$ cat config.mk
export PLATFORM = sky130hd
export DESIGN_NAME = axis_decimator_ctrl_flat
export DESIGN_NICKNAME = d
export VERILOG_FILES = /design/src/rtl/axis_decimator_ctrl_if.sv /design/src/rtl/axis_decimator_ctrl.sv /design/src/flat_wrapper.sv
export SDC_FILE = /design/constraint.sdc
export NUM_CORES = 1
export LEC_CHECK = 0
export CORE_AREA = 2 2 161 163
export DETAILED_ROUTE_END_ITERATION = 8
export DIE_AREA = 0 0 163 165
export PLACE_DENSITY = 0.81
export RECOVER_POWER = 100
export SETUP_SLACK_MARGIN = 0.2
export SLEW_MARGIN = 20
export SYNTH_ARGS = -nofsm -noshare
export SYNTH_HDL_FRONTEND = slang
export SYNTH_SLANG_ARGS = --single-unit
$ cat constraint.sdc
create_clock -name aclk -period 3.8 [get_ports aclk]
set_input_delay 0.57 -clock aclk [delete_from_list [all_inputs] [get_ports aclk]]
set_output_delay 0.57 -clock aclk [all_outputs]
set_load 0.02 [all_outputs]
$ cat src/rtl/axis_decimator_ctrl_if.sv
// AXI-Stream style bundle used for both the ADC sample input and the
// decimated result output of axis_decimator_ctrl.
//
// Signals:
//   tdata  : packed payload, two lanes of TDATA_W/2 bits
//   tvalid : payload strobe from the master
//   tready : acceptance from the slave
//
// Modports:
//   master : drives tdata/tvalid, observes tready
//   slave  : observes tdata/tvalid, drives tready
interface axis_decimator_ctrl_if #(
    parameter int TDATA_W = 32
);
    logic [TDATA_W-1:0] tdata;
    logic               tvalid;
    logic               tready;

    modport master (output tdata, output tvalid, input tready);
    modport slave  (input tdata, input tvalid, output tready);
endinterface

$ cat src/rtl/axis_decimator_ctrl.sv
// Acquisition sequencer for the dual-channel ADC decimation path.
//
// A start pulse arms an acquisition. Each window accumulates 2^k valid
// samples per channel and produces their floor-rounded average as one
// packed word on the output stream. The block stops after a programmed
// number of delivered results (0 = run forever) or on a stop pulse, and
// flags any window result that had to be dropped because the previous
// result was still waiting for the downstream sink.
//
// Ports:
//   aclk, aresetn   : clock, asynchronous active-low reset
//   s_axis_signal   : ADC samples, ch0 in [13:0], ch1 in [29:16]; never stalled
//   cfg_log2_dec    : decimation exponent k (clamped to MAX_LOG2_DEC)
//   cfg_num_blocks  : results to deliver before stopping, 0 = continuous
//   cfg_start       : one-cycle start pulse (only honoured when idle)
//   cfg_stop        : one-cycle stop pulse (wins over start)
//   m_axis_s01      : averaged result, ch1 in [31:16], ch0 in [15:0]
//   busy            : acquisition running or a result still pending
//   overrun         : sticky, a completed window was discarded
//   block_count     : results accepted downstream since the last start
module axis_decimator_ctrl #(
    parameter int AXIS_SIGNAL_TDATA_WIDTH            = 32,
    parameter int AXIS_SIGNAL_DATA_WIDTH             = 16,
    parameter int AXIS_SIGNAL_SIGNIFICANT_DATA_WIDTH = 14,
    parameter int MAX_LOG2_DEC                       = 8
) (
    input  logic                         aclk,
    input  logic                         aresetn,
    axis_decimator_ctrl_if.slave         s_axis_signal,
    input  logic [3:0]                   cfg_log2_dec,
    input  logic [31:0]                  cfg_num_blocks,
    input  logic                         cfg_start,
    input  logic                         cfg_stop,
    axis_decimator_ctrl_if.master        m_axis_s01,
    output logic                         busy,
    output logic                         overrun,
    output logic [31:0]                  block_count
);
    localparam int SIG_W  = AXIS_SIGNAL_SIGNIFICANT_DATA_WIDTH;
    localparam int LANE_W = AXIS_SIGNAL_DATA_WIDTH;
    localparam int ACC_W  = SIG_W + MAX_LOG2_DEC;
    localparam int CNT_W  = MAX_LOG2_DEC + 1;
    localparam int PAD_W  = AXIS_SIGNAL_TDATA_WIDTH - 2 * SIG_W;

    typedef enum logic [1:0] {
        IDLE  = 2'd0,
        ACCUM = 2'd1,
        DRAIN = 2'd2
    } state_t;

    state_t                              state;
    logic [3:0]                          k_r;
    logic [31:0]                         num_r;
    logic signed [ACC_W-1:0]             acc0;
    logic signed [ACC_W-1:0]             acc1;
    logic [CNT_W-1:0]                    cnt;
    logic [AXIS_SIGNAL_TDATA_WIDTH-1:0]  out_data;
    logic                                out_valid;

    // Exponents beyond what the accumulator can hold are clamped.
    function automatic logic [3:0] clamp_k(input logic [3:0] k);
        if (int'(k) > MAX_LOG2_DEC) return 4'(MAX_LOG2_DEC);
        return k;
    endfunction

    function automatic logic signed [ACC_W-1:0] sext(input logic [SIG_W-1:0] lane);
        return {{(ACC_W - SIG_W){lane[SIG_W-1]}}, lane};
    endfunction

    // Arithmetic shift gives floor rounding; the quotient of 2^k 14-bit
    // samples divided by 2^k always fits a 16-bit lane.
    function automatic logic [LANE_W-1:0] scale(input logic signed [ACC_W-1:0] sum,
                                                 input logic [3:0] k);
        return LANE_W'(sum >>> k);
    endfunction

    logic signed [ACC_W-1:0] sum0;
    logic signed [ACC_W-1:0] sum1;
    logic [CNT_W-1:0]        win_last_idx;
    logic                    xfer;
    logic [31:0]             bc_inc;
    logic                    limit_hit;
    logic [PAD_W-1:0]        unused_bits;

    assign s_axis_signal.tready = 1'b1;
    assign unused_bits = {s_axis_signal.tdata[AXIS_SIGNAL_TDATA_WIDTH-1:LANE_W+SIG_W],
                          s_axis_signal.tdata[LANE_W-1:SIG_W]};

    assign sum0 = acc0 + sext(s_axis_signal.tdata[SIG_W-1:0]);
    assign sum1 = acc1 + sext(s_axis_signal.tdata[LANE_W+SIG_W-1:LANE_W]);

    assign win_last_idx = CNT_W'((32'd1 << k_r) - 32'd1);
    assign xfer         = out_valid & m_axis_s01.tready;
    assign bc_inc       = block_count + 32'd1;
    // The transfer that brings the count to the programmed limit ends the run.
    assign limit_hit    = xfer && (num_r != 32'd0) && (bc_inc == num_r);

    assign m_axis_s01.tdata  = out_data;
    assign m_axis_s01.tvalid = out_valid;

    always_ff @(posedge aclk or negedge aresetn) begin
        if (!aresetn) begin
            state       <= IDLE;
            k_r         <= '0;
            num_r       <= '0;
            acc0        <= '0;
            acc1        <= '0;
            cnt         <= '0;
            out_data    <= '0;
            out_valid   <= 1'b0;
            busy        <= 1'b0;
            overrun     <= 1'b0;
            block_count <= '0;
        end else begin
            if (xfer) block_count <= bc_inc;

            case (state)
                IDLE: begin
                    if (cfg_start && !cfg_stop) begin
                        k_r         <= clamp_k(cfg_log2_dec);
                        num_r       <= cfg_num_blocks;
                        block_count <= '0;
                        overrun     <= 1'b0;
                        acc0        <= '0;
                        acc1        <= '0;
                        cnt         <= '0;
                        busy        <= 1'b1;
                        state       <= ACCUM;
                    end
                end

                ACCUM: begin
                    if (xfer) out_valid <= 1'b0;
                    if (cfg_stop || limit_hit) begin
                        // Partial window (and any window completing now) is dropped.
                        acc0  <= '0;
                        acc1  <= '0;
                        cnt   <= '0;
                        busy  <= out_valid && !xfer;
                        state <= DRAIN;
                    end else if (s_axis_signal.tvalid) begin
                        if (cnt == win_last_idx) begin
                            acc0 <= '0;
                            acc1 <= '0;
                            cnt  <= '0;
                            // Loading is allowed when the register frees up this cycle.
                            if (!out_valid || xfer) begin
                                out_data  <= {scale(sum1, k_r), scale(sum0, k_r)};
                                out_valid <= 1'b1;
                            end else begin
                                overrun <= 1'b1;
                            end
                        end else begin
                            acc0 <= sum0;
                            acc1 <= sum1;
                            cnt  <= cnt + CNT_W'(1);
                        end
                    end
                end

                DRAIN: begin
                    if (!out_valid || xfer) begin
                        out_valid <= 1'b0;
                        busy      <= 1'b0;
                        state     <= IDLE;
                    end
                end

                default: begin
                    state <= IDLE;
                end
            endcase
        end
    end
endmodule

$ cat src/flat_wrapper.sv
// flat-port wrapper written by rule: the top's interface ports become plain ports
module axis_decimator_ctrl_flat 
#(
    parameter int AXIS_SIGNAL_TDATA_WIDTH            = 32,
    parameter int AXIS_SIGNAL_DATA_WIDTH             = 16,
    parameter int AXIS_SIGNAL_SIGNIFICANT_DATA_WIDTH = 14,
    parameter int MAX_LOG2_DEC                       = 8
)
  (aclk, aresetn, cfg_log2_dec, cfg_num_blocks, cfg_start, cfg_stop, busy, overrun, block_count, s_axis_signal_tdata, s_axis_signal_tvalid, s_axis_signal_tready, m_axis_s01_tdata, m_axis_s01_tvalid, m_axis_s01_tready);
  axis_decimator_ctrl_if #(.TDATA_W(32)) s_axis_signal_i ();
  axis_decimator_ctrl_if #(.TDATA_W(32)) m_axis_s01_i ();
  input  logic aclk;
  input  logic aresetn;
  input  logic [3:0] cfg_log2_dec;
  input  logic [31:0] cfg_num_blocks;
  input  logic cfg_start;
  input  logic cfg_stop;
  output logic busy;
  output logic overrun;
  output logic [31:0] block_count;
  input wire logic [$bits(s_axis_signal_i.tdata)-1:0] s_axis_signal_tdata;
  input wire logic [$bits(s_axis_signal_i.tvalid)-1:0] s_axis_signal_tvalid;
  output wire logic [$bits(s_axis_signal_i.tready)-1:0] s_axis_signal_tready;
  output wire logic [$bits(m_axis_s01_i.tdata)-1:0] m_axis_s01_tdata;
  output wire logic [$bits(m_axis_s01_i.tvalid)-1:0] m_axis_s01_tvalid;
  input wire logic [$bits(m_axis_s01_i.tready)-1:0] m_axis_s01_tready;
  assign s_axis_signal_i.tdata = s_axis_signal_tdata;
  assign s_axis_signal_i.tvalid = s_axis_signal_tvalid;
  assign s_axis_signal_tready = s_axis_signal_i.tready;
  assign m_axis_s01_tdata = m_axis_s01_i.tdata;
  assign m_axis_s01_tvalid = m_axis_s01_i.tvalid;
  assign m_axis_s01_i.tready = m_axis_s01_tready;
  axis_decimator_ctrl #(.AXIS_SIGNAL_TDATA_WIDTH(AXIS_SIGNAL_TDATA_WIDTH), .AXIS_SIGNAL_DATA_WIDTH(AXIS_SIGNAL_DATA_WIDTH), .AXIS_SIGNAL_SIGNIFICANT_DATA_WIDTH(AXIS_SIGNAL_SIGNIFICANT_DATA_WIDTH), .MAX_LOG2_DEC(MAX_LOG2_DEC)) u_core (.aclk(aclk), .aresetn(aresetn), .s_axis_signal(s_axis_signal_i), .cfg_log2_dec(cfg_log2_dec), .cfg_num_blocks(cfg_num_blocks), .cfg_start(cfg_start), .cfg_stop(cfg_stop), .m_axis_s01(m_axis_s01_i), .busy(busy), .overrun(overrun), .block_count(block_count));
endmodule
==> flow_summary.json <==
{
  "status": "finished with violations",
  "violations": "capacitance limit, slew limit",
  "rows": 58,
  "min_path_cells": 1,
  "grt_pass1_wl_mm": 70.28,
  "hold_path.startpoint": "u_core.m_axis_s01.tdata[29]",
  "drc": 0,
  "hold_viol": 0,
  "syn_area_sq_um": 13190,
  "path_clk_slew_ns": 0.08,
  "antenna_left": 0,
  "skew_ns": 0.02023,
  "final_cell_mix": "288 x buf_4, 155 x dfrtp_1, 118 x nand2_1, 116 x nor2_1, 78 x a21oi_1",
  "numPortBuffers": 136,
  "clock-sinks": 158,
  "startpoint_type": "flop",
  "cts_buffer_depth": 2,
  "synth_cells": 1507,
  "reg2reg_setup_slack_ns": 0.19,
  "initial_core_util": 0.5268,
  "yosys.area_share.simple": 0.1911,
  "htreeDepth": 4,
  "clkLatencyLatePin_ns": 0.46,
  "layout.area.seq_sq_um": 3958,
  "grt_max_degree": 93,
  "viasPerCell": 6.456,
  "synth_xor_area_frac": 0.06375,
  "die_w_um": 163,
  "yosysWarnings": 0,
  "drive_gt1_frac": 0.2616,
  "setup_viol": 0,
  "crit_path_end_kind": "flop",
  "p_leak_nw": 8.145,
  "slew_headroom": -0.5197,
  "period_needed_ns": 3.608,
  "synth_area_per_cell_sq_um": 8.752,
  "fillers": 1842,
  "nets": 1981,
  "drt_iter0_drc": 1373,
  "synth_edf_count": 0,
  "yosysSeqAreaShare": 0.2998,
  "cts_inserted_buffers": 17,
  "hold_path.class": "reg2reg",
  "multi_input_comb_area_sq_um": 8976,
  "ys_dominant_reg_cell": "dfrtp_1",
  "cp.required_ns": 4.13,
  "rsz0062_at_grt": "yes",
  "io_pins": 142,
  "gp_congestion": 0.9729,
  "synthArstFlopShare": 1.000,
  "whs_endpoint": "u_core.m_axis_s01.tdata[29]",
  "reg2reg_depth": 11,
  "crit_fanout": 12,
  "r2r_end": "u_core.m_axis_s01.tdata[22]",
  "dp_hpwl_mm": 32.64,
  "slew_viol_final": 170,
  "antenna_found_initial": 0,
  "die_area_sq_um": 26900,
  "synthMuxAreaShare": 0.1048,
  "diodes": 0,
  "area_growth_pct": 35.52,
  "track_usage": 0.3283,
  "yosys.cell_types.count": 85,
  "reg2reg_from": "u_core.block_count[10]",
  "power_density_nw_per_um2": 450.2,
  "fmax_mhz": 277.2,
  "synth_seq_cells": 158,
  "critPathKind": "reg2reg",
  "stdcell_count": 2203,
  "wirelength_mm": 45.30,
  "grt.overflow.total": 0,
  "synth_top_family_by_area": "compound AO/OA/AOI/OAI gates",
  "first_global_vias": 13450,
  "cts_hold_buf": 0,
  "drv_cap": 2,
  "synth-compound-area-share": 0.2451,
  "vias": 14220,
  "dp_cells": 2149,
  "syn_nets": 1628,
  "synthAdderAreaFrac": 0.04573,
  "min_period_over_period": 0.9494,
  "cp.arrival_ns": 3.94,
  "cts_tree": "done",
  "utilization": 0.7139,
  "irDropWorstVdd_v": 0.0003372,
  "detail_route.wl_per_cell_um": 20.56,
  "mostFrequentLayoutCell": "buf_4",
  "tightest_slew_ns": 2.280,
  "dr.pass1.iters": 6,
  "root_buffer": "clkbuf_16",
  "fp.dieH_um": 165,
  "design.core.area_sq_um": 25040
}
-- how the worst max path moves through the flow --
stage | start | end | slack (ns) | cells past startpoint
finish | u_core.block_count[10] | u_core.m_axis_s01.tdata[22] | 0.19 | 11
global route | u_core.block_count[5] | u_core.cnt[6] | 0.11 | 13
CTS | s_axis_signal_tdata[5] | u_core.m_axis_s01.tdata[5] | 0.17 | 12
detailed placement | s_axis_signal_tdata[17] | u_core.m_axis_s01.tdata[18] | -0.42 | 12
global placement | s_axis_signal_tdata[5] | u_core.m_axis_s01.tdata[5] | -0.32 | 12
floorplan | u_core.block_count[1] | u_core.m_axis_s01.tdata[11] | 0.23 | 14
-- cell usage after synthesis (all sizes together), types with 27 or more instances --
| cell type | instances | share of area |
|---|---|---|
| mux2 | 57 | 0.053 |
| a211oi | 34 | 0.019 |
| buf | 36 | 0.015 |
| clkbuf | 72 | 0.021 |
| a21oi | 84 | 0.032 |
| xnor2 | 60 | 0.040 |
| inv | 48 | 0.014 |
| nor2 | 116 | 0.033 |
| a22o | 40 | 0.027 |
| nand4 | 30 | 0.015 |
| o21ai | 59 | 0.022 |
| nand2 | 118 | 0.034 |
| mux2i | 32 | 0.024 |
| nor3 | 43 | 0.016 |
| nand3 | 46 | 0.018 |
| dfrtp | 158 | 0.30 |
| ha | 45 | 0.043 |
| xor2 | 36 | 0.024 |
| nor4 | 27 | 0.015 |
-- worst max-delay path: stages (launching register included) --
cell and delay, ns:
dfrtp_1 0.38, buf_4 0.18, nand4_1 0.22, or3_4 0.42, buf_4 0.20, o32a_1 0.35, a211oi_1 0.22, nand2_1 0.09
o211a_2 0.21, a21oi_4 0.26, and4_2 0.57, mux2_1 0.37
-- cell type report --
class                           instances  area share
Tap cell                              330     0.02310
Multi-Input combinational cell       1194      0.5022
Inverter                               48     0.01008
Timing Repair Buffer                  441      0.2095
Sequential cell                       158      0.2214
Clock inverter                         15    0.009870
Clock buffer                           17     0.02380
-- layer usage --
layer,GRT usage,up-vias,share of wire
met5,0,-,0
met4,0.1496,0,0.042
met3,0.05148,150,0.085
met2,0.5262,778,0.46
met1,0.4387,6835,0.41
li1,-,6460,-
-- kinds of logic (layout without fill, tap and decap cells) --
family                   after synthesis  in the layout
XOR/XNOR                              96             96
multiplexers                         105            105
flip-flops                           158            158
buffers and inverters                156            521
adder cells (fa/ha/maj)               47             47
AND/OR/NAND/NOR                      496            497
other                                  1              1
AO/OA/AOI/OAI                        448            448
-- sequential cells by signal (all words and copies together), names as in the netlist --
signal / count
u_core.busy: 1
u_core.overrun: 1
u_core.m_axis_s01.tdata: 32
u_core.m_axis_s01.tvalid: 1
u_core.acc1: 22
u_core.acc0: 22
u_core.block_count: 32
u_core.state: 2
u_core.cnt: 9
u_core.num_r: 32
u_core.k_r: 4
-- stage by stage --
| step | total power [W] | hold slack (ns) | instance area [sq um] | setup slack [ns] | TNS, ns |
|---|---|---|---|---|---|
| 2_1_floorplan | 0.004335 | 0.2744 | 13220 | 0.2260 | 0 |
| 3_3_place_gp | 0.005843 | 0.4634 | 16750 | -0.3245 | -6.881 |
| 3_5_place_dp | 0.005946 | 0.4723 | 16750 | -0.4235 | -10.04 |
| 4_1_cts | 0.007780 | 0.2336 | 17510 | 0.1719 | 0 |
| 5_1_grt | 0.008431 | 0.4972 | 17870 | 0.1119 | 0 |
| 6_report | 0.008047 | 0.4785 | 17870 | 0.1922 | 0 |
-- what timing repair did --
item / 4_1_cts / 5_1_grt
setup endpoints to repair: 71 / 84
setup buffers: 7 / 14
cloned: 1 / 0
gates resized for setup: 20 / 89
pin swaps: 8 / 37
-- where the power goes --
| part | switching [W] | internal (W) |
|---|---|---|
| clock | 0.000885 | 0.000897 |
| combinational | 0.00220 | 0.00199 |
| sequential | 0.000208 | 0.00186 |
| total | 0.00330 | 0.00475 |
Power figures use the tool's default switching activity.
